## config.mk

```make
export PLATFORM = sky130hd
export DESIGN_NAME = cell_core_alu_mc
export DESIGN_NICKNAME = d
export VERILOG_FILES = /design/src/rtl/cell_alu_pkg.sv /design/src/rtl/cell_core_divider.sv /design/src/rtl/cell_core_alu_mc.sv
export SDC_FILE = /design/constraint.sdc
export NUM_CORES = 2
export LEC_CHECK = 0
export ABC_AREA = 1
export CAP_MARGIN = 20
export CORE_ASPECT_RATIO = 0.9
export CORE_MARGIN = 5
export CORE_UTILIZATION = 30
export CTS_CLUSTER_SIZE = 16
export DETAILED_ROUTE_END_ITERATION = 7
export GPL_TIMING_DRIVEN = 1
export PLACE_DENSITY = 0.46
export SYNTH_ARGS = -nofsm -noshare
export SYNTH_HDL_FRONTEND = slang
export SYNTH_SLANG_ARGS = --single-unit
export TNS_END_PERCENT = 50
```

## constraint.sdc

```tcl
create_clock -name clk -period 5.1 [get_ports clk]
set_input_delay 1.275 -clock clk [delete_from_list [all_inputs] [get_ports clk]]
set_output_delay 1.275 -clock clk [all_outputs]
set_load 0.005 [all_outputs]
```

## src/rtl/cell_alu_pkg.sv

```systemverilog
// Shared types and constants for the multi-cycle cell-core ALU.
// Opcode encodings, FSM states, saturation bounds and divider iteration counts.
package cell_alu_pkg;

  typedef enum logic {
    IDLE   = 1'b0,
    DIVIDE = 1'b1
  } state_e;

  localparam logic [3:0] OP_LI   = 4'd0;
  localparam logic [3:0] OP_ADD  = 4'd1;
  localparam logic [3:0] OP_SUB  = 4'd2;
  localparam logic [3:0] OP_AND  = 4'd3;
  localparam logic [3:0] OP_OR   = 4'd4;
  localparam logic [3:0] OP_NOR  = 4'd5;
  localparam logic [3:0] OP_SEQ  = 4'd6;
  localparam logic [3:0] OP_SLT  = 4'd7;
  localparam logic [3:0] OP_MUL  = 4'd8;
  localparam logic [3:0] OP_SHR  = 4'd9;
  localparam logic [3:0] OP_FMUL = 4'd10;
  localparam logic [3:0] OP_DIV  = 4'd11;
  localparam logic [3:0] OP_FDIV = 4'd12;

  // Largest positive value of an rl-bit signed word, as a bit pattern.
  function automatic logic [127:0] sat_max(input int rl);
    return (128'd1 << (rl - 1)) - 128'd1;
  endfunction

  // Most negative value of an rl-bit signed word, as a bit pattern.
  function automatic logic [127:0] sat_min(input int rl);
    return 128'd1 << (rl - 1);
  endfunction

  // Quotient bits produced for integer division.
  function automatic int iter_div(input int rl);
    return rl;
  endfunction

  // Quotient bits produced for fixed-point division.
  function automatic int iter_fdiv(input int rl, input int frac);
    return rl + frac;
  endfunction

endpackage

```

## src/rtl/cell_core_divider.sv

```systemverilog
// Iterative signed divider: restoring division on magnitudes, one bit per cycle.
// done_o pulses in the cycle whose closing edge writes the last quotient bit.
module cell_core_divider
  import cell_alu_pkg::*;
#(
  parameter int WIDTH     = 32,
  parameter int FRAC_BITS = 16
) (
  input  logic             clk,
  input  logic             rst,
  input  logic             start_i,
  input  logic             fdiv_i,
  input  logic [WIDTH-1:0] a_i,
  input  logic [WIDTH-1:0] b_i,
  output logic             busy_o,
  output logic             done_o,
  output logic [WIDTH-1:0] quotient_o
);

  localparam int W  = WIDTH + FRAC_BITS;
  localparam int CW = $clog2(W + 1);
  localparam logic [CW-1:0] IT_DIV  = CW'(iter_div(WIDTH));
  localparam logic [CW-1:0] IT_FDIV =
    CW'(iter_fdiv(WIDTH, FRAC_BITS));
  localparam logic [CW-1:0] ONE = CW'(1);

  logic             busy_q, busy_d;
  logic [CW-1:0]    cnt_q, cnt_d;
  logic [WIDTH-1:0] rem_q, rem_d;
  logic [W-1:0]     quo_q, quo_d;
  logic [WIDTH-1:0] dvs_q, dvs_d;
  logic             neg_q, neg_d;

  logic [WIDTH-1:0] abs_a, abs_b;
  logic [WIDTH:0]   trial;
  logic             ge;
  logic [WIDTH-1:0] rem_n;
  logic [W-1:0]     quo_n;

  assign abs_a = a_i[WIDTH-1] ? -a_i : a_i;
  assign abs_b = b_i[WIDTH-1] ? -b_i : b_i;

  // The remainder never exceeds the divisor, so WIDTH bits plus the
  // shifted-in carry are enough for the trial subtraction.
  assign trial = {rem_q, quo_q[W-1]};
  assign ge    = trial[WIDTH] | (trial[WIDTH-1:0] >= dvs_q);
  assign rem_n = ge ? trial[WIDTH-1:0] - dvs_q : trial[WIDTH-1:0];
  assign quo_n = {quo_q[W-2:0], ge};

  assign busy_o = busy_q;
  assign done_o = busy_q & (cnt_q == ONE);

`ifdef CELL_ALU_SATURATE_EN
  localparam logic [W-1:0] LIM_POS = W'(sat_max(WIDTH));
  localparam logic [W-1:0] LIM_NEG = W'(sat_min(WIDTH));
  localparam logic [WIDTH-1:0] SMAX = WIDTH'(sat_max(WIDTH));
  localparam logic [WIDTH-1:0] SMIN = WIDTH'(sat_min(WIDTH));

  // Clamp the signed quotient into the result range.
  always_comb begin
    quotient_o = neg_q ? -quo_n[WIDTH-1:0] : quo_n[WIDTH-1:0];
    if (!neg_q && (quo_n > LIM_POS)) quotient_o = SMAX;
    if (neg_q && (quo_n > LIM_NEG))  quotient_o = SMIN;
  end
`else
  // Apply the sign and keep the low WIDTH bits.
  always_comb begin
    quotient_o = neg_q ? -quo_n[WIDTH-1:0] : quo_n[WIDTH-1:0];
  end
`endif

  // Load operands on start, then shift in one quotient bit per cycle.
  always_comb begin
    busy_d = busy_q;
    cnt_d  = cnt_q;
    rem_d  = rem_q;
    quo_d  = quo_q;
    dvs_d  = dvs_q;
    neg_d  = neg_q;
    if (start_i) begin
      busy_d = 1'b1;
      cnt_d  = fdiv_i ? IT_FDIV : IT_DIV;
      rem_d  = '0;
      quo_d  = W'(abs_a) << FRAC_BITS;
      dvs_d  = abs_b;
      neg_d  = a_i[WIDTH-1] ^ b_i[WIDTH-1];
    end else if (busy_q) begin
      rem_d = rem_n;
      quo_d = quo_n;
      cnt_d = cnt_q - ONE;
      if (cnt_q == ONE) busy_d = 1'b0;
    end
  end

  // Divider state registers.
  always_ff @(posedge clk or posedge rst) begin
    if (rst) begin
      busy_q <= 1'b0;
      cnt_q  <= '0;
      rem_q  <= '0;
      quo_q  <= '0;
      dvs_q  <= '0;
      neg_q  <= 1'b0;
    end else begin
      busy_q <= busy_d;
      cnt_q  <= cnt_d;
      rem_q  <= rem_d;
      quo_q  <= quo_d;
      dvs_q  <= dvs_d;
      neg_q  <= neg_d;
    end
  end

endmodule

```

## src/rtl/cell_core_alu_mc.sv

```systemverilog
// Multi-cycle cell-core ALU with valid/ready handshake and iterative DIV/FDIV.
// CELL_ALU_SATURATE_EN selects clamping instead of wrapping for arithmetic ops.
module cell_core_alu_mc
  import cell_alu_pkg::*;
#(
  parameter int REGISTER_LENGTH = 32,
  parameter int FRAC_BITS       = 16
) (
  input  logic                       clk,
  input  logic                       rst,
  input  logic                       in_valid,
  output logic                       in_ready,
  input  logic [3:0]                 opcode,
  input  logic [7:0]                 immediate,
  input  logic [REGISTER_LENGTH-1:0] first_operand,
  input  logic [REGISTER_LENGTH-1:0] second_operand,
  output logic                       out_valid,
  input  logic                       out_ready,
  output logic [REGISTER_LENGTH-1:0] result,
  output logic                       div_by_zero
);

  localparam int RL = REGISTER_LENGTH;
  localparam int PW = 2 * RL;
  localparam logic [RL-1:0] SMAX = RL'(sat_max(RL));
  localparam logic [RL-1:0] SMIN = RL'(sat_min(RL));
  localparam logic [RL-1:0] RL_U = RL'(RL);

  state_e          state_q, state_d;
  logic            out_valid_q, out_valid_d;
  logic [RL-1:0]   result_q, result_d;
  logic            dbz_q, dbz_d;

  logic            accept, is_div, b_zero;
  logic            div_start, div_busy, div_done;
  logic [RL-1:0]   div_quo;
  logic [RL-1:0]   a, b;
  logic signed [RL-1:0] a_s, b_s;
  logic signed [PW-1:0] prod_w;
  logic [RL-1:0]   add_r, sub_r, mul_r, fmul_r;
  logic [RL-1:0]   diff, shr_r, alu_res;

  assign a   = first_operand;
  assign b   = second_operand;
  assign a_s = first_operand;
  assign b_s = second_operand;

  assign in_ready  = (state_q == IDLE) & (~out_valid_q | out_ready);
  assign accept    = in_valid & in_ready;
  assign is_div    = (opcode == OP_DIV) | (opcode == OP_FDIV);
  assign b_zero    = (b == '0);
  assign div_start = accept & is_div & ~b_zero;

  assign prod_w = PW'(a_s) * PW'(b_s);
  assign diff   = a - b;
  assign shr_r  = (b >= RL_U) ? {RL{a[RL-1]}} : RL'(a_s >>> b);

`ifdef CELL_ALU_SATURATE_EN
  logic [RL:0] add_w, sub_w;
  logic        mul_fit, fmul_fit;

  assign add_w = {a[RL-1], a} + {b[RL-1], b};
  assign sub_w = {a[RL-1], a} - {b[RL-1], b};
  assign mul_fit  = (&prod_w[PW-1:RL-1]) | ~(|prod_w[PW-1:RL-1]);
  assign fmul_fit = (&prod_w[PW-1:RL+FRAC_BITS-1]) |
                    ~(|prod_w[PW-1:RL+FRAC_BITS-1]);

  assign add_r = (add_w[RL] != add_w[RL-1]) ?
                 (add_w[RL] ? SMIN : SMAX) : add_w[RL-1:0];
  assign sub_r = (sub_w[RL] != sub_w[RL-1]) ?
                 (sub_w[RL] ? SMIN : SMAX) : sub_w[RL-1:0];
  assign mul_r = mul_fit ? prod_w[RL-1:0] :
                 (prod_w[PW-1] ? SMIN : SMAX);
  assign fmul_r = fmul_fit ? prod_w[RL+FRAC_BITS-1:FRAC_BITS] :
                  (prod_w[PW-1] ? SMIN : SMAX);
`else
  logic unused_prod;

  assign add_r  = a + b;
  assign sub_r  = a - b;
  assign mul_r  = prod_w[RL-1:0];
  assign fmul_r = prod_w[RL+FRAC_BITS-1:FRAC_BITS];
  assign unused_prod = ^prod_w[PW-1:RL+FRAC_BITS];
`endif

  cell_core_divider #(
    .WIDTH     (RL),
    .FRAC_BITS (FRAC_BITS)
  ) u_div (
    .clk        (clk),
    .rst        (rst),
    .start_i    (div_start),
    .fdiv_i     (opcode == OP_FDIV),
    .a_i        (a),
    .b_i        (b),
    .busy_o     (div_busy),
    .done_o     (div_done),
    .quotient_o (div_quo)
  );

  // Single-cycle result; DIV/FDIV here only covers the zero divisor.
  always_comb begin
    alu_res = '0;
    case (opcode)
      OP_LI:   alu_res = RL'($signed(immediate));
      OP_ADD:  alu_res = add_r;
      OP_SUB:  alu_res = sub_r;
      OP_AND:  alu_res = a & b;
      OP_OR:   alu_res = a | b;
      OP_NOR:  alu_res = ~(a | b);
      OP_SEQ:  alu_res = RL'(a == b);
      OP_SLT:  alu_res = RL'(diff[RL-1]);
      OP_MUL:  alu_res = mul_r;
      OP_SHR:  alu_res = shr_r;
      OP_FMUL: alu_res = fmul_r;
      OP_DIV,
      OP_FDIV: alu_res = a[RL-1] ? SMIN : SMAX;
      default: alu_res = '0;
    endcase
  end

  // FSM state register.
  always_ff @(posedge clk or posedge rst) begin
    if (rst) state_q <= IDLE;
    else     state_q <= state_d;
  end

  // FSM next state: stay in DIVIDE until the last quotient bit.
  always_comb begin
    state_d = state_q;
    unique case (state_q)
      IDLE:   if (div_start) state_d = DIVIDE;
      DIVIDE: if (div_done || !div_busy) state_d = IDLE;
    endcase
  end

  // Output register next values: a new result wins over consumption.
  always_comb begin
    out_valid_d = out_valid_q;
    result_d    = result_q;
    dbz_d       = dbz_q;
    if (out_valid_q && out_ready) out_valid_d = 1'b0;
    if (accept && !div_start) begin
      out_valid_d = 1'b1;
      result_d    = alu_res;
      dbz_d       = is_div;
    end else if (state_q == DIVIDE && div_done) begin
      out_valid_d = 1'b1;
      result_d    = div_quo;
      dbz_d       = 1'b0;
    end
  end

  // Output registers.
  always_ff @(posedge clk or posedge rst) begin
    if (rst) begin
      out_valid_q <= 1'b0;
      result_q    <= '0;
      dbz_q       <= 1'b0;
    end else begin
      out_valid_q <= out_valid_d;
      result_q    <= result_d;
      dbz_q       <= dbz_d;
    end
  end

  assign out_valid   = out_valid_q;
  assign result      = result_q;
  assign div_by_zero = dbz_q;

endmodule
```

# Word level (Yosys, flattened, before mapping)
# Index checks and enable logic that the tools add are counted.
[classes] addsub=7 multipliers=1 order_cmp=2 n_eq_ne=14 n_shift=1 n_mux=27 n_bitwise=15 n_reduce_logical=12
[op_table] cell="one-hot mux 32 bit (12 select lines)" n=1
[op_table] cell="two-way mux 32 bit" n=10
[op_table] cell="two-way mux 48 bit" n=2
[op_table] cell="negator 32 bit" n=3
[op_table] cell="subtractor 32 bit" n=2
[op_table] cell="multiplier 32 x 32 -> 48 bit" n=1
[op_table] cell="adder 32 bit" n=1
[op_table] cell="bitwise AND 32 bit" n=1
[op_table] cell="== test 32 bit" n=1
[op_table] cell=">= comparator 32 bit" n=1
[op_table] cell=">= comparator 32 x 6 -> 1 bit, second input constant" n=1
[op_table] cell="zero test 32 bit" n=1
[op_table] cell="NOT 32 bit" n=1
[op_table] cell="OR 32 bit" n=1
[op_table] cell=">>> shifter 32 x 32 -> 32 bit" n=1
[op_table] cell="== test 4 bit, second input constant" n=5
[op_table] cell="== test 4 x 3 -> 1 bit, second input constant" n=4
[op_table] cell="two-way mux 6 bit" n=2
[op_table] cell="two-way mux 1 bit" n=10
[op_table] cell="== test 4 x 2 -> 1 bit, second input constant" n=2
[op_table] cell="== test 6 x 1 -> 1 bit, second input constant" n=1
[op_table] cell="subtractor 6 x 1 -> 6 bit, second input constant" n=1
[op_table] cell="bitwise AND 1 bit" n=5
[op_table] cell="two-way mux 5 bit" n=1
[op_table] cell="12 further kinds" n=20
[totals] reg_bits=155 in_bits=80

# Depth between registers and ports, before layout
[logic_depth] ltp_word=9 depth_mapped=38 mapped_depth_nobuf=34

# Modules after synthesis
# A second synthesis with hierarchy kept.
[hier_totals] cells_unflattened=7054 area_unflattened_um2=49612.6
[modules_own_cells] module="cell_core_alu_mc" n_inst=1 cells_each=5597 area_each_um2=40005.9 seq_area_each_um2=875.8
[modules_own_cells] module="cell_core_divider" n_inst=1 cells_each=1457 area_each_um2=9606.7 seq_area_each_um2=3002.9

# Least setup slack after synthesis
# No wires, ideal clock.
[synth_path] kind="input-to-reg" from="input second_operand[2]" to="register result_q[26], in the netlist result[26]" setup_ns=0.118 arrival_time_ns=8.050 t_required_ns=4.982 slack_ns=-3.068 cell_stages=30 path_buffers=3 path_cell_list="clkbuf_1 -> buf_2 -> buf_1 -> nand2_1 -> fa_1 -> fa_1 -> inv_1 -> fa_1 -> inv_1 -> fa_1 -> inv_1 -> fa_1 -> fa_1 -> fa_1 -> inv_1 -> fa_1 -> inv_1 -> ha_1 -> nand2_1 -> inv_1 -> a21oi_1 -> o21ai_0 -> a21oi_1 -> nand3_1 -> a21o_1 -> or2_2 -> nand3_1 -> nand4_1 -> a21oi_1 -> nor2_1"
[synth_between] elab_chain_len=6 elab_cells_between_ends=14 cone_classes="add/sub: 2; mul: 1; order compare: 1; shift: 1; mux: 3; bitwise: 2; reduce/logical: 4"
[synth_rtl] element="start: declaration" line_no="cell_core_alu_mc.sv:16" source="input logic [REGISTER_LENGTH-1:0] second_operand,"
[synth_rtl] element="parallel branches: the longest is 6 deep, another holds multiplier 32 x 32 -> 48 bit"
[synth_rtl] element="end signal: assignment" line_no="cell_core_alu_mc.sv:162" source="result_q <= result_d;"
[synth_rtl] element="end: declaration" line_no="cell_core_alu_mc.sv:31" source="logic [RL-1:0] result_q, result_d;"
# Several ways; the timed one is not identified.
# A chain may end at the register's enable or synchronous reset.

# Final worst setup path
[layout_path] from="input second_operand[8]" to="register result_q[31], in the netlist result[31]"
# Same word-level chain as after synthesis.

==> results.py <==
metrics = {
    "sta": {
        "setup_viol": 32,
        "clock.fmax_mhz": 127,
        "finalMaxSlewViolations": 0,
        "min_period_ns": 7.89,
        "rsz0062_at_grt": "yes",
        "clock_skew_ns": 0.0186,
        "slew-limit-headroom": 0.287,
        "tightest_slew_ns": 1.06,
        "hold_viol_final": 0,
        "holdWs_ns": 0.483,
        "fin_ws_ns": -2.79,
        "timing.final.crit_share": 1.55,
    },
    "route": {
        "drt_pass1_iterations": 6,
        "wl_met3_mm": 17.9,
        "drtIter0Drc": 4559,
        "postRouteAntennaNets": 0,
        "vias": 48889,
        "vias_per_cell": 4.98,
        "wl_met2_mm": 103,
        "wl_per_cell_microns": 24.5,
        "met1_length_mm": 109,
        "routed.top_layer": "met5",
        "drc": 0,
        "wl_mm": 240,
    },
    "layout": {
        "syn2layout_area_growth_pct": 30.0,
        "post-route-util": 0.392,
        "final_layout_size_suffix_gt1_frac": 0.208,
        "final_net_count": 8892,
    },
    "clocking": {
        "clockRootBuffer": "clkbuf_16",
        "cts_made_buffers": 17,
        "clkSinkCount": 155,
        "clock_latency_ns": 0.50,
        "cts_tree": "done",
        "clk_pin_slew_worst_paths_ns": 0.08,
        "clk_path_buf_depth": 2,
        "hold_buffers": 0,
        "htree_levels": 4,
    },
    "worst_setup_path": {
        "cp_max_fo": 8,
        "crit_path_max_incr_delay_ns": 0.71,
        "critPathSlowestCell": "fa_2",
        "critPathLaunchType": "input port",
        "cp.required_ns": 5.48,
        "path_class": "input port to flop",
        "crit_arrival_ns": 8.27,
        "cpMostUsedCell": "fa_1",
        "setup.worst_path.end_class": "flop",
    },
    "run": {
        "drv_cap": 0,
    },
    "synth": {
        "ys.flop_type": "dfrtp_1",
        "synth_seq_cells": 155,
        "synthTopCellsByCount": "1707 x nand2_1, 1625 x inv_1, 842 x fa_1",
        "synth_cell_types": 65,
        "synth.net_count": 8085,
        "netlist_area_sq_um": 48700,
        "synth_largest_area_cell": "fa_1",
        "synth_top_cell_area_share": 0.346,
        "synth-edff-count": 0,
        "synth_area_per_cell_sq_um": 7.10,
        "yosysWarnings": 0,
        "syn_inst": 6864,
        "synth-seq-area-share": 0.0796,
        "synth.area.top_cells": "fa_1 35%, nand2_1 13%, inv_1 13%",
        "yosys.cell_count.top_type": "nand2_1",
        "async_flop_share": 1.00,
    },
    "die": {
        "num_io_pins": 115,
        "dieWidth_microns": 435,
        "dieArea_sq_um": 171000,
        "core_sq_um": 162000,
        "die_y_microns": 392,
        "rows": 140,
        "initial_core_util": 0.301,
    },
    "place": {
        "dp_hpwl_mm": 202,
        "globalplace.congestion": 1.05,
        "io_buffers": 114,
    },
    "grt": {
        "antenna_found_initial": 22,
        "grt_max_degree": 65,
        "grt_pass1_vias": 49377,
        "grt_pass1_wl_mm": 347,
        "gr-total-overflow": 0,
        "grt_usage": 0.278,
    },
    "outcome": {
        "violations": "setup timing",
        "status": "complete, but fails checks",
    },
    "worst_hold_path": {
        "hold_path.class": "flop to flop",
    },
}
## cell usage in the layout (no fill, tap or decap), drive strengths merged, types with 8 or more instances in the layout
cell type	synthesis	final
a211oi	9	9
a21boi	8	8
a21o	14	14
a21oi	276	276
a221oi	9	9
a31oi	30	30
buf	125	1063
bufbuf	0	9
clkbuf	221	21
clkdlybuf4s50	0	50
dfrtp	155	155
diode	0	8
fa	842	842
ha	299	299
inv	1636	1641
nand2	1710	1710
nand3	415	415
nand3b	8	8
nand4	46	46
nor2	391	391
nor3	47	47
nor4	19	19
o2111ai	10	10
o211ai	33	33
o21ai	308	308
o21bai	19	19
o221ai	28	28
o22ai	21	21
or2	22	22
xnor2	35	35
xor2	88	88
## path summary, 6_finish.rpt
| check | endpoint | depth (start not counted) | start | slack, ns |
|---|---|---|---|---|
| worst max-delay path | result[31] | 30 | second_operand[8] | -2.79 |
| worst min-delay path | u_div.dvs_q[19] | 2 | u_div.dvs_q[19] | 0.48 |
| worst max register to register | result[28] | 26 | u_div.quo_q[47] | 0.30 |
| worst min register to register | u_div.dvs_q[19] | 2 | u_div.dvs_q[19] | 0.48 |
| max in group asynchronous | result[27] | 3 | rst | 2.90 |
| min in group asynchronous | u_div.cnt_q[2] | 2 | rst | 1.29 |
## layer usage
layer,vias to the layer above,global-route usage
met3,295,0.0484
met1,24546,0.396
li1,22288,-
met2,1752,0.431
met5,-,0
met4,8,0.0853
## worst max-delay path: cells and delay by family
kind                       cells  cell delay, ns
AOI/OAI and AO/OA              4            0.71
adders and majority gates      9            4.54
buffers and inverters         11            1.03
and+or+nand+nor                6            0.65
## registers in the layout, summed over array words and instances, names as in the netlist
register      flops
u_div.rem_q      32
u_div.busy_o      1
u_div.cnt_q       6
out_valid         1
div_by_zero       1
state_q           1
result           32
u_div.quo_q      48
u_div.dvs_q      32
u_div.neg_q       1
## cell families after synthesis
logic type,Yosys count,share of synthesized area
simple gates,2667,0.226
buf+inv,1986,0.157
fa+ha+maj,1141,0.423
compound gates,792,0.0931
flops,155,0.0796
xor+xnor,123,0.0221
## timing repair
| item | CTS | global route |
|---|---|---|
| resized for setup | 493 | 149 |
| pin swaps | 238 | 111 |
| buffers inserted | 76 | 25 |
| setup endpoints to repair | 32 | 32 |
| gates cloned | 13 | 2 |
## per-stage QoR
stage | std cells | worst slack [ns] | area, sq um | setup TNS [ns]
after floorplan | 6864 | -2.42 | 50100 | -70.24
after global placement | 9671 | -3.95 | 59300 | -112.64
after detailed placement | 9671 | -3.90 | 59300 | -113.06
after CTS | 9788 | -2.72 | 62500 | -80.29
after global routing | 9817 | -2.90 | 63300 | -86.79
final | 9822 | -2.79 | 63300 | -81.18
## final cells by class
class / count / area [sq um]
fillers: 17063 / 98400
repair buffers: 1134 / 10600
well taps: 2130 / 2670
clock buffers: 18 / 439
diodes: 8 / 20.0
clock inverters: 14 / 184
flip-flops and latches: 155 / 3880
inverters: 1640 / 6180
multi-input cells: 4723 / 39400
Power is not shown: default switching activity piles up to over one toggle a cycle in this logic, so the estimate is an artifact.
